`src/rtl/uart_rx.sv`:
```
// 8N1-style UART receiver: synchronizes the serial line, frames start/data/stop
// bits with a bit-period counter and reports good bytes, framing and overrun events.
module uart_rx #(
   parameter int CLKS_PER_BIT = 16,
   parameter int DATA_BITS    = 8
) (
   input  logic                 clk,
   input  logic                 rst,
   input  logic                 rx,
   input  logic                 fifo_full,
   output logic [DATA_BITS-1:0] rx_data,
   output logic                 rx_valid,
   output logic                 frame_err,
   output logic                 overrun_err,
   output logic                 busy
);

   localparam int CNT_W = $clog2(CLKS_PER_BIT);
   localparam int IDX_W = (DATA_BITS > 1) ? $clog2(DATA_BITS) : 1;
   localparam logic [CNT_W-1:0] HALF_M1 = CNT_W'(CLKS_PER_BIT / 2 - 1);
   localparam logic [CNT_W-1:0] BIT_END = CNT_W'(CLKS_PER_BIT - 1);
   localparam logic [IDX_W-1:0] IDX_END = IDX_W'(DATA_BITS - 1);

   typedef enum logic [2:0] {
      S_IDLE  = 3'd0,
      S_START = 3'd1,
      S_DATA  = 3'd2,
      S_STOP  = 3'd3,
      S_BREAK = 3'd4
   } state_t;

   state_t               state_q, state_d;
   logic [CNT_W-1:0]     cnt_q, cnt_d;
   logic [IDX_W-1:0]     idx_q, idx_d;
   logic [DATA_BITS-1:0] shift_q, shift_d;
   logic [DATA_BITS-1:0] data_q, data_d;
   logic                 valid_q, valid_d;
   logic                 ferr_q, ferr_d;
   logic                 oerr_q, oerr_d;
   logic                 busy_q, busy_d;
   logic                 sync1_q, sync2_q;
   logic                 rx_s;

   assign rx_s = sync2_q;

   // Two-flop synchronizer for the asynchronous serial line, idling high
   always_ff @(posedge clk or posedge rst) begin
      if (rst) begin
         sync1_q <= 1'b1;
         sync2_q <= 1'b1;
      end else begin
         sync1_q <= rx;
         sync2_q <= sync1_q;
      end
   end

   // Next-state logic for the receive FSM and its registered outputs
   always_comb begin
      state_d = state_q;
      cnt_d   = cnt_q;
      idx_d   = idx_q;
      shift_d = shift_q;
      data_d  = data_q;
      valid_d = 1'b0;
      ferr_d  = 1'b0;
      oerr_d  = 1'b0;
      case (state_q)
         S_IDLE: begin
            if (!rx_s) begin
               state_d = S_START;
               cnt_d   = {CNT_W{1'b0}};
            end else begin
               state_d = S_IDLE;
            end
         end
         S_START: begin
            // Mid start bit: a high line here means the low was only a glitch
            if (cnt_q == HALF_M1) begin
               cnt_d = {CNT_W{1'b0}};
               if (!rx_s) begin
                  state_d = S_DATA;
                  idx_d   = {IDX_W{1'b0}};
               end else begin
                  state_d = S_IDLE;
               end
            end else begin
               cnt_d = cnt_q + CNT_W'(1);
            end
         end
         S_DATA: begin
            if (cnt_q == BIT_END) begin
               cnt_d   = {CNT_W{1'b0}};
               shift_d = {rx_s, shift_q[DATA_BITS-1:1]};
               if (idx_q == IDX_END) begin
                  state_d = S_STOP;
                  idx_d   = {IDX_W{1'b0}};
               end else begin
                  idx_d = idx_q + IDX_W'(1);
               end
            end else begin
               cnt_d = cnt_q + CNT_W'(1);
            end
         end
         S_STOP: begin
            if (cnt_q == BIT_END) begin
               cnt_d = {CNT_W{1'b0}};
               if (rx_s) begin
                  state_d = S_IDLE;
                  if (fifo_full) begin
                     oerr_d = 1'b1;
                  end else begin
                     data_d  = shift_q;
                     valid_d = 1'b1;
                  end
               end else begin
                  state_d = S_BREAK;
                  ferr_d  = 1'b1;
               end
            end else begin
               cnt_d = cnt_q + CNT_W'(1);
            end
         end
         S_BREAK: begin
            if (rx_s) begin
               state_d = S_IDLE;
            end else begin
               state_d = S_BREAK;
            end
         end
         default: begin
            state_d = S_IDLE;
            cnt_d   = {CNT_W{1'b0}};
            idx_d   = {IDX_W{1'b0}};
         end
      endcase
      busy_d = (state_d != S_IDLE);
   end

   // State and output registers
   always_ff @(posedge clk or posedge rst) begin
      if (rst) begin
         state_q <= S_IDLE;
         cnt_q   <= {CNT_W{1'b0}};
         idx_q   <= {IDX_W{1'b0}};
         shift_q <= {DATA_BITS{1'b0}};
         data_q  <= {DATA_BITS{1'b0}};
         valid_q <= 1'b0;
         ferr_q  <= 1'b0;
         oerr_q  <= 1'b0;
         busy_q  <= 1'b0;
      end else begin
         state_q <= state_d;
         cnt_q   <= cnt_d;
         idx_q   <= idx_d;
         shift_q <= shift_d;
         data_q  <= data_d;
         valid_q <= valid_d;
         ferr_q  <= ferr_d;
         oerr_q  <= oerr_d;
         busy_q  <= busy_d;
      end
   end

   assign rx_data     = data_q;
   assign rx_valid    = valid_q;
   assign frame_err   = ferr_q;
   assign overrun_err = oerr_q;
   assign busy        = busy_q;

endmodule
```
`config.mk`:
```
export PLATFORM = sky130hd
export DESIGN_NAME = uart_rx
export DESIGN_NICKNAME = d
export VERILOG_FILES = /design/src/rtl/uart_rx.sv
export SDC_FILE = /design/constraint.sdc
export NUM_CORES = 1
export LEC_CHECK = 0
export CAP_MARGIN = 30
export CELL_PAD_IN_SITES_DETAIL_PLACEMENT = 1
export CELL_PAD_IN_SITES_GLOBAL_PLACEMENT = 1
export CORE_UTILIZATION = 44
export DETAILED_ROUTE_END_ITERATION = 7
export PLACE_DENSITY = 0.74
export SLEW_MARGIN = 30
export SYNTH_ARGS = -nofsm -noshare
export SYNTH_HDL_FRONTEND = slang
export SYNTH_SLANG_ARGS = --single-unit
```
`constraint.sdc`:
```
create_clock -name clk -period 2.03 [get_ports clk]
set_clock_uncertainty 0.1 [all_clocks]
set_input_delay 0.406 -clock clk [delete_from_list [all_inputs] [get_ports clk]]
set_output_delay 0.406 -clock clk [all_outputs]
set_load 0.01 [all_outputs]
```
==> results_dict.tcl, run 1 <==
set metrics [dict create \
    drc 1 \
    slew_headroom_pct 72.4 \
    worstSetupStartpointType "register" \
    reg2reg_depth 6 \
    p_clk_share_pct 24.3 \
    crit_path_end "idx_q[0]$_DFFE_PP0P_" \
    slew_violations 0 \
    io_pins 16 \
    critical_path_required_ns 2.14 \
    drt_wl_total_mm 2.64 \
    grt_usage_pct 19.4 \
    rsz0062_at_grt "false" \
    synth_ff_type "dfrtp_1" \
    finalSetupViolCount 0 \
    nNetsFinal 134 \
    arrival_ns 2.03 \
    worstReg2RegStart "cnt_q[0]$_DFFE_PP0P_" \
    maxCapViolations 0 \
    grt_pass1_vias 996 \
    critPathBufInv 1 \
    vias 888 \
    core_area_um2 2850 \
    layout.area.seq_um2 803 \
    path_clk_slew_ns 0.10 \
    grt_pass1_wl_mm 4.75 \
    via_per_inst 5.58 \
    postLayoutCoreUtil_pct 56.8 \
    tritoncts "built" \
    vdd_ir_drop_max_mv 0.502 \
    ys_warn_count 0 \
    swShare_pct 31.5 \
    p_int_mw 1.04 \
    drt-wirelength-per-cell_um 16.6 \
    fmax_mhz 521 \
    p_per_area_nw_per_um2 937 \
    cts_setup_buffers 0 \
    cpPeakStageDelay_ns 0.41 \
    synth-edff-count 0 \
    cts_hold_buf 0 \
    end_kind "register" \
    synthArstFlopShare_pct 100 \
    start_util_pct 48.0 \
    yosysSeqAreaShare_pct 58.7 \
    p_comb_share_pct 21.6 \
    syn_nets 112 \
    fin_setup_tns_ns 0 \
    clock_latency_ns 0.32 \
    min_period_ns 1.92 \
    final_hold_viol_count 0 \
    synth.avg_cell_area_um2 13.0 \
    fin_total_pwr_mw 1.52 \
    cp.depth 6 \
    reg2reg_slack_ns 0.11 \
    antenna_cells 0 \
    r2r_end "idx_q[0]$_DFFE_PP0P_" \
    area_delta_synth_final_pct 18.3 \
    drive_gt1_share_pct 15.6 \
    setup_slack_ns 0.112 \
    leakage_nw 0.782 \
    critPathTopFamily "compound AO/OA/AOI/OAI gates" \
    row_count 19 \
    drt_iter0_drc 32 \
    root_buffer "clkbuf_4" \
    final_antenna_net_count 0 \
    grt_overflow 0 \
    status "complete, but fails checks" \
    final_cells 159 \
    dp.cells 151 \
    place_congestion 0.768 \
    cts_made_buffers 5 \
    cp-startpoint "cnt_q[0]$_DFFE_PP0P_" \
    fin_crit_sh_pct 94.5 \
    numPortBuffers 15 \
    syn_inst 105 \
    cts_num_sinks 32 \
    multi_input_area_um2 512 \
    worst_slew_pin_slew_ns 0.408 \
    min_path_type "register to register" \
    die_x_um 57.8 \
    cts_resized 0 \
    grt_max_degree 33 \
    place_hpwl_mm 1.92 \
    yosys.cell_types.count 32 \
    dieHeight_um 57.8 \
    syn-cell-area_um2 1370 \
    antenna_found_initial 0 \
    switchingPower_uw 478 \
    cts-htree-levels 2 \
    pre_cts_slack_ns 0.129 \
    path_cells "ha_1, buf_4, nand2_1, o41ai_1, a22oi_1, a22o_1" \
    clock_path_buffers 2 \
    violations "DRC" \
    crit_slowest_cell "dfrtp_1" \
    critical_path_peak_fanout 5 \
    ys_ff_latch 32 \
    fillers 295 \
    path_class "register to register" \
    drtPass1Iterations 8 \
    dieArea_um2 3340 \
    power_frac_seq_pct 54.1 \
]
-- worst reg2reg max path, cell delays in order, from the launching register on --
cell,delay (ns)
dfrtp_1,0.41
ha_1,0.19
buf_4,0.13
nand2_1,0.10
o41ai_1,0.38
a22oi_1,0.22
a22o_1,0.28
-- cells by family (layout without fill, tap and decap cells) --
family	Yosys count	count (layout)	synth area share [%]
AO/OA/AOI/OAI	18	18	10.3
adder cells (fa/ha/maj)	3	3	2.74
buffers and inverters	10	33	3.93
flip-flops	32	32	58.7
multiplexers	16	16	13.2
AND/OR/NAND/NOR	26	26	11.2
-- cell type report --
class,count,area share [%]
Multi-Input combinational cell,63,31.6
Clock buffer,8,3.63
Timing Repair Buffer,20,11.6
Sequential cell,32,49.6
Tap cell,31,2.40
Inverter,5,1.16
-- sequential cells by signal, summed over array words and instances (netlist names) --
signal and flops:
frame_err 1, rx_s 1, state_q 3, rx_valid 1, busy 1, overrun_err 1
idx_q 3, shift_q 8, rx_data 8, sync1_q 1, cnt_q 4
-- cell usage after synthesis (2+ instances only) --
| cell type | number | area, um2 |
|---|---|---|
| dfrtp_1 | 30 | 751 |
| mux2_1 | 16 | 180 |
| nand2_1 | 7 | 26.3 |
| nor2_1 | 6 | 22.5 |
| inv_1 | 5 | 18.8 |
| a22o_1 | 3 | 26.3 |
| ha_1 | 3 | 37.5 |
| nor3_1 | 3 | 15.0 |
| o21ai_0 | 3 | 15.0 |
| buf_4 | 2 | 15.0 |
| dfstp_2 | 2 | 52.6 |
| nand3_1 | 2 | 10.0 |
| nor3b_2 | 2 | 25.0 |
| o21ai_1 | 2 | 10.0 |
| o41ai_1 | 2 | 17.5 |
-- cells in the final DEF (no fill, tap or decap), types with 2 or more instances in the layout --
master,n
nor3_1,3
dfstp_2,2
nor3b_2,2
clkbuf_1,2
buf_4,5
nor2_1,6
inv_1,5
o21ai_0,3
clkbuf_4,5
nand3_1,2
mux2_1,16
ha_1,3
nand2_1,7
a22o_1,3
o41ai_1,2
clkdlybuf4s50_1,15
o21ai_1,2
dfrtp_1,30
-- per-layer routing --
metal / vias up / wire length (um) / global-route usage (%)
met3: 5 / 71 / 4.91
met5: - / 0 / 0
met4: 0 / 36 / 8.16
met2: 18 / 1290 / 32.6
met1: 446 / 1240 / 23.9
li1: 419 / - / -
-- through the flow --
| step | instance area (um2) | hold WS (ns) |
|---|---|---|
| after global placement | 1560 | 0.247 |
| after global routing | 1620 | 0.264 |
| after CTS | 1620 | 0.263 |
| final | 1620 | 0.261 |
| after detailed placement | 1560 | 0.249 |
| after floorplan | 1370 | 0.245 |
-- power groups by stage --
stage               logic [mW]  registers [mW]  clock network, mW
floorplan                0.282           0.778                  0
global placement         0.305           0.823                  0
detailed placement       0.329           0.834                  0
CTS                      0.330           0.820              0.380
global route             0.371           0.839              0.407
finish                   0.327           0.821              0.369
-- worst min-delay path by stage --
stage,slack (ns),end,cells past startpoint,start
2_1_floorplan,0.25,rx_s$_DFF_PP1_,0,sync1_q$_DFF_PP1_
3_3_place_gp,0.25,rx_s$_DFF_PP1_,0,sync1_q$_DFF_PP1_
3_5_place_dp,0.25,rx_s$_DFF_PP1_,0,sync1_q$_DFF_PP1_
4_1_cts,0.26,rx_s$_DFF_PP1_,0,sync1_q$_DFF_PP1_
5_1_grt,0.26,rx_s$_DFF_PP1_,0,sync1_q$_DFF_PP1_
6_report,0.26,rx_s$_DFF_PP1_,0,sync1_q$_DFF_PP1_
Note: power is estimated with default switching activity, not from simulation.
==> run 2: changes to the inputs <==
--- a/config.mk
+++ b/config.mk
@@ -5,10 +5,11 @@
 export SDC_FILE = /design/constraint.sdc
 export NUM_CORES = 1
 export LEC_CHECK = 0
+export ABC_AREA = 1
 export CAP_MARGIN = 30
 export CELL_PAD_IN_SITES_DETAIL_PLACEMENT = 1
 export CELL_PAD_IN_SITES_GLOBAL_PLACEMENT = 1
-export CORE_UTILIZATION = 44
+export CORE_UTILIZATION = 42
 export DETAILED_ROUTE_END_ITERATION = 7
 export PLACE_DENSITY = 0.74
 export SLEW_MARGIN = 30
==> run 2 against run 1 <==
  * The run now ends clean
  * Final cell count is 41% higher
  * Critical path depth is 1 higher
  * First-iteration DRC count is 28% lower
==> results_dict.tcl, run 2 <==
set metrics [dict create \
    status "finished clean" \
    nNetsFinal 184 \
    leakage_nw 0.807 \
    ys_ff_latch 32 \
    critPathBufInv 0 \
    worstSetupStartpointType "register" \
    root_buffer "clkbuf_4" \
    synth_top_area_share_pct 50.8 \
    drt_iter0_drc 23 \
    fin_crit_sh_pct 86.1 \
    min_period_ns 1.75 \
    crit_top_cell "nor2_1" \
    cts_resized 0 \
    fillers 417 \
    place_congestion 0.887 \
    cts_made_buffers 5 \
    worstReg2RegStart "cnt_q[0]$_DFFE_PP0P_" \
    syn-cell-area_um2 1480 \
    synth-edff-count 0 \
    antenna_cells 0 \
    path_clk_slew_ns 0.10 \
    grt_pass1_wl_mm 4.90 \
    finalSetupViolCount 0 \
    antenna_found_initial 0 \
    cp-startpoint "cnt_q[0]$_DFFE_PP0P_" \
    grt_pass1_vias 1051 \
    drt_wl_total_mm 2.84 \
    critical_path_required_ns 2.20 \
    worst_slew_pin_slew_ns 0.453 \
    tritoncts "built" \
    maxCapViolations 0 \
    crit_slowest_cell "dfrtp_1" \
    final_hold_viol_count 0 \
    path_class "register to register" \
    synth_ff_type "dfrtp_1" \
    cts_setup_buffers 0 \
    cts_hold_buf 0 \
    final_antenna_net_count 0 \
    row_count 21 \
    syn_nets 163 \
    postLayoutCoreUtil_pct 51.6 \
    place_hpwl_mm 2.19 \
    area_delta_synth_final_pct 17.3 \
    cpPeakStageDelay_ns 0.40 \
    rsz0062_at_grt "false" \
    synth_area_leader_cell "dfrtp_1" \
    io_pins 16 \
    start_util_pct 44.0 \
    grt_max_degree 23 \
    final_cells 224 \
    ys_warn_count 0 \
    vias 1062 \
    synthTopCellsByArea "dfrtp_1 (51%), nand2_1 (9.6%), o21ai_2 (8.9%)" \
    core_area_um2 3360 \
    slew_violations 0 \
    drt-wirelength-per-cell_um 12.7 \
    dp.cells 216 \
    end_kind "register" \
    grt_overflow 0 \
    synthTopCellsByCount "nand2_1 (38), dfrtp_1 (30), inv_1 (22)" \
    arrival_ns 1.92 \
    via_per_inst 4.74 \
    grt_usage_pct 18.2 \
    yosysSeqAreaShare_pct 54.3 \
    min-delay-start "sync1_q$_DFF_PP1_" \
    final_common_cell "nand2_1" \
    die_x_um 61.3 \
    critPathTopFamily "simple AND/OR/NAND/NOR gates" \
    synth.avg_cell_area_um2 9.48 \
    vdd_ir_drop_max_mv 0.452 \
    numPortBuffers 15 \
    layout_common_cells "nand2_1 (38), dfrtp_1 (30), inv_1 (22)" \
    drtPass1Iterations 3 \
    path_cells "ha_1, nand2_2, nor2_2, nand3_2, nor2_1, nor2_1, nand2_1" \
    min_path_type "register to register" \
    clock_latency_ns 0.32 \
    synthArstFlopShare_pct 100 \
    fin_setup_tns_ns 0 \
    critical_path_peak_fanout 17 \
    p_per_area_nw_per_um2 936 \
    clock_path_buffers 2 \
    cts-htree-levels 2 \
    cts_num_sinks 32 \
    fin_total_pwr_mw 1.62 \
    yosys.cell_types.count 21 \
    dieHeight_um 61.3 \
    fmax_mhz 572 \
    yosysMostFrequentCell "nand2_1" \
    dieArea_um2 3760 \
    drc 0 \
    slew_headroom_pct 69.5 \
    syn_inst 156 \
    drive_gt1_share_pct 21.3 \
]
-- run 2: cell types whose count changed after synthesis, sizes merged, moves of 2 or more --
| cell | previous run | this run |
|---|---|---|
| inv | 5 | 22 |
| o21ai | 5 | 20 |
| a22o | 3 | 0 |
| nor2 | 6 | 15 |
| nor3b | 2 | 0 |
| buf | 4 | 2 |
| nand2 | 7 | 42 |
| o41ai | 2 | 0 |
| nand3 | 3 | 14 |
| nor3 | 3 | 1 |
| mux2 | 16 | 0 |
-- run 2: logic make-up after synthesis --
logic type | Yosys count | synth area share (%)
buffers and inverters | 24 | 7.11
adder cells (fa/ha/maj) | 3 | 2.54
AO/OA/AOI/OAI | 23 | 11.8
XOR/XNOR | 1 | 0.592
flip-flops | 32 | 54.3
AND/OR/NAND/NOR | 73 | 23.7
-- run 2: final timing paths --
check	to	slack, ns	cells after the start
max	busy$_DFF_PP0_	0.28	7
max reg2reg	busy$_DFF_PP0_	0.28	7
min in group asynchronous	rx_data[0]$_DFFE_PP0P_	0.28	2
max in group asynchronous	shift_q[6]$_DFFE_PP0P_	1.08	3
min reg2reg	rx_s$_DFF_PP1_	0.26	0
min	rx_s$_DFF_PP1_	0.26	0
-- run 2: cell type report --
type | instances | area [um2] | share of cell area (%)
multi-input combinational | 100 | 571 | 32.9
sequential | 32 | 803 | 46.3
tap | 46 | 57.6 | 3.32
clock buffer | 7 | 45.0 | 2.60
timing repair buffer | 16 | 170 | 9.81
clock inverter | 1 | 5.00 | 0.289
inverter | 22 | 82.6 | 4.76
-- run 2: metrics by stage --
stage                     area [um2]  hold slack, ns  worst slack, ns
after floorplan                 1480           0.245            0.598
after detailed placement        1680           0.250            0.285
after CTS                       1730           0.264            0.272
after global placement          1680           0.247            0.398
after global routing            1730           0.273            0.136
final                           1730           0.261            0.282
-- run 2: power breakdown --
| part | total, mW | internal, mW | switching [mW] |
|---|---|---|---|
| sequential | 0.800 | 0.719 | 0.0803 |
| clock | 0.336 | 0.135 | 0.202 |
| combinational | 0.488 | 0.170 | 0.318 |
-- run 2: layer usage --
metal | GRT usage [%] | up-vias | part of all wire (%)
li1 | - | 531 | -
met1 | 24.9 | 507 | 46
met2 | 28.3 | 20 | 49
met3 | 4.62 | 4 | 3.7
met4 | 6.67 | 0 | 0.81
met5 | 0 | - | 0
==> run 3: changes to the inputs <==
--- a/config.mk
+++ b/config.mk
@@ -9,6 +9,8 @@
 export CAP_MARGIN = 30
 export CELL_PAD_IN_SITES_DETAIL_PLACEMENT = 1
 export CELL_PAD_IN_SITES_GLOBAL_PLACEMENT = 1
+export CORE_ASPECT_RATIO = 2
+export CORE_MARGIN = 2
 export CORE_UTILIZATION = 42
 export DETAILED_ROUTE_END_ITERATION = 7
 export PLACE_DENSITY = 0.74
==> run 3 against run 2 <==
  * Setup slack worse by 0.018 ns
  * Combinational power down 2%
  * Register-to-register slack lost 0.02 ns
  * Die area grew 7.4%
  * Critical endpoint unchanged
  * Sequential power is 1% higher
  * Flip-flop and latch count is the same
  * Wire length rose by 9.5%
  * Fmax down 1.0%
==> results_dict.tcl, run 3 (same netlist as run 2, synthesis figures left out) <==
set metrics [dict create \
    status "finished clean" \
    maxCapViolations 0 \
    cts_setup_buffers 0 \
    drive_gt1_share_pct 21.9 \
    antenna_found_initial 0 \
    grt_pass1_vias 1207 \
    final_common_cell "nand2_1" \
    rsz0062_at_grt "false" \
    hold_depth 0 \
    clock_latency_ns 0.28 \
    drc 0 \
    area_delta_synth_final_pct 19.1 \
    slew_headroom_pct 67.2 \
    worstSetupStartpointType "register" \
    min-delay-start "sync1_q$_DFF_PP1_" \
    tritoncts "built" \
    drt_wl_total_mm 3.11 \
    cts_hold_buf 0 \
    cts_resized 0 \
    numPortBuffers 15 \
    path_clk_slew_ns 0.07 \
    fmax_mhz 566 \
    reg2reg_depth 7 \
    layout_common_cells "nand2_1 (38), dfrtp_1 (30), inv_1 (22)" \
    root_buffer "clkbuf_8" \
    dieArea_um2 4040 \
    grt_pass1_wl_mm 5.41 \
    finalSetupViolCount 0 \
    fin_hold_ws_ns 0.250 \
    reg2reg_slack_ns 0.26 \
    final_antenna_net_count 0 \
    grt_overflow 0 \
    cpPeakStageDelay_ns 0.40 \
    worstReg2RegStart "cnt_q[0]$_DFFE_PP0P_" \
    via_per_inst 5.23 \
    worst_slew_pin_slew_ns 0.487 \
    place_hpwl_mm 2.33 \
    leakage_nw 0.828 \
    final_hold_viol_count 0 \
    place_congestion 0.896 \
    cts_num_sinks 32 \
    cts-htree-levels 2 \
    path_class "register to register" \
    drt_iter0_drc 16 \
    drtPass1Iterations 3 \
    arrival_ns 1.88 \
    p_per_area_nw_per_um2 1070 \
    slew_violations 0 \
    min_period_ns 1.77 \
    fin_setup_tns_ns 0 \
    core_area_um2 3380 \
    io_pins 16 \
    critical_path_peak_fanout 17 \
    crit_top_cell "nor2_1" \
    crit_slowest_cell "dfrtp_1" \
    fin_crit_sh_pct 87.0 \
    grt_usage_pct 18.5 \
    row_count 30 \
    critPathBufInv 0 \
    min_to "rx_s$_DFF_PP1_" \
    vias 1099 \
    critPathTopFamily "simple AND/OR/NAND/NOR gates" \
    min_path_type "register to register" \
    vdd_ir_drop_max_mv 0.555 \
    cts_made_buffers 5 \
    die_x_um 46.0 \
    nNetsFinal 184 \
    antenna_cells 0 \
    start_util_pct 43.8 \
    end_kind "register" \
    drt-wirelength-per-cell_um 14.8 \
    r2r_end "busy$_DFF_PP0_" \
    path_cells "ha_1, nand2_2, nor2_2, nand3_2, nor2_1, nor2_1, nand2_1" \
    dieHeight_um 87.9 \
    clock_path_buffers 2 \
    critical_path_required_ns 2.15 \
    grt_max_degree 33 \
]
==> run 3: cell types whose count changed in the layout (fill, tap and decap cells not counted), sizes merged <==
cell,before,now
clkbuf,7,6
bufinv,0,1
==> run 3: report_power, final <==
part           switching (mW)  internal, mW  leakage [nW]  total, mW
Sequential             0.0874         0.720         0.425      0.808
Combinational           0.309         0.168         0.348      0.478
Clock                   0.231         0.364        0.0552      0.595
==> run 3: worst max path at each step <==
stage | start | endpoint | depth (start not counted)
finish | cnt_q[0]$_DFFE_PP0P_ | busy$_DFF_PP0_ | 7
global route | cnt_q[0]$_DFFE_PP0P_ | busy$_DFF_PP0_ | 7
CTS | cnt_q[0]$_DFFE_PP0P_ | busy$_DFF_PP0_ | 7
detailed placement | cnt_q[0]$_DFFE_PP0P_ | busy$_DFF_PP0_ | 7
global placement | cnt_q[0]$_DFFE_PP0P_ | busy$_DFF_PP0_ | 7
floorplan | cnt_q[0]$_DFFE_PP0P_ | rx_data[6]$_DFFE_PP0P_ | 7
==> run 3: cell type report <==
cell class	instances	area (um2)
Clock inverter	2	35.0
Timing Repair Buffer	16	158
Fill cell	397	1620
Inverter	22	82.6
Tap cell	32	40.0
Clock buffer	6	72.6
Sequential cell	32	803
Multi-Input combinational cell	100	571
==> run 3: per-stage QoR <==
stage / setup WS (ns) / util, % / area, um2 / std cells / total power [mW]
final: 0.264 / 52.1 / 1760 / 210 / 1.88
after global routing: 0.0865 / 52.1 / 1760 / 210 / 2.02
after CTS: 0.251 / 52.1 / 1760 / 210 / 1.90
after detailed placement: 0.313 / 49.0 / 1650 / 202 / 1.29
after global placement: 0.378 / 49.0 / 1650 / 202 / 1.26
after floorplan: 0.598 / - / 1480 / 156 / 1.16
==> run 3: worst register-to-register path, cell delays in order (launching register included) <==
cell and delay (ns):
dfrtp_1 0.40, ha_1 0.27, nand2_2 0.10, nor2_2 0.13, nand3_2 0.36, nor2_1 0.21
nor2_1 0.08, nand2_1 0.06
==> run 3: per-layer routing <==
layer  global-route usage (%)  vias up  wire length [um]  part of all wire [%]
li1                         -      531                 -                     -
met1                     20.4      548              1130                    36
met2                     32.1       12              1850                    60
met3                     4.12        8                53                   1.7
met4                     8.05        0                79                   2.5
met5                        0        -                 0                     0
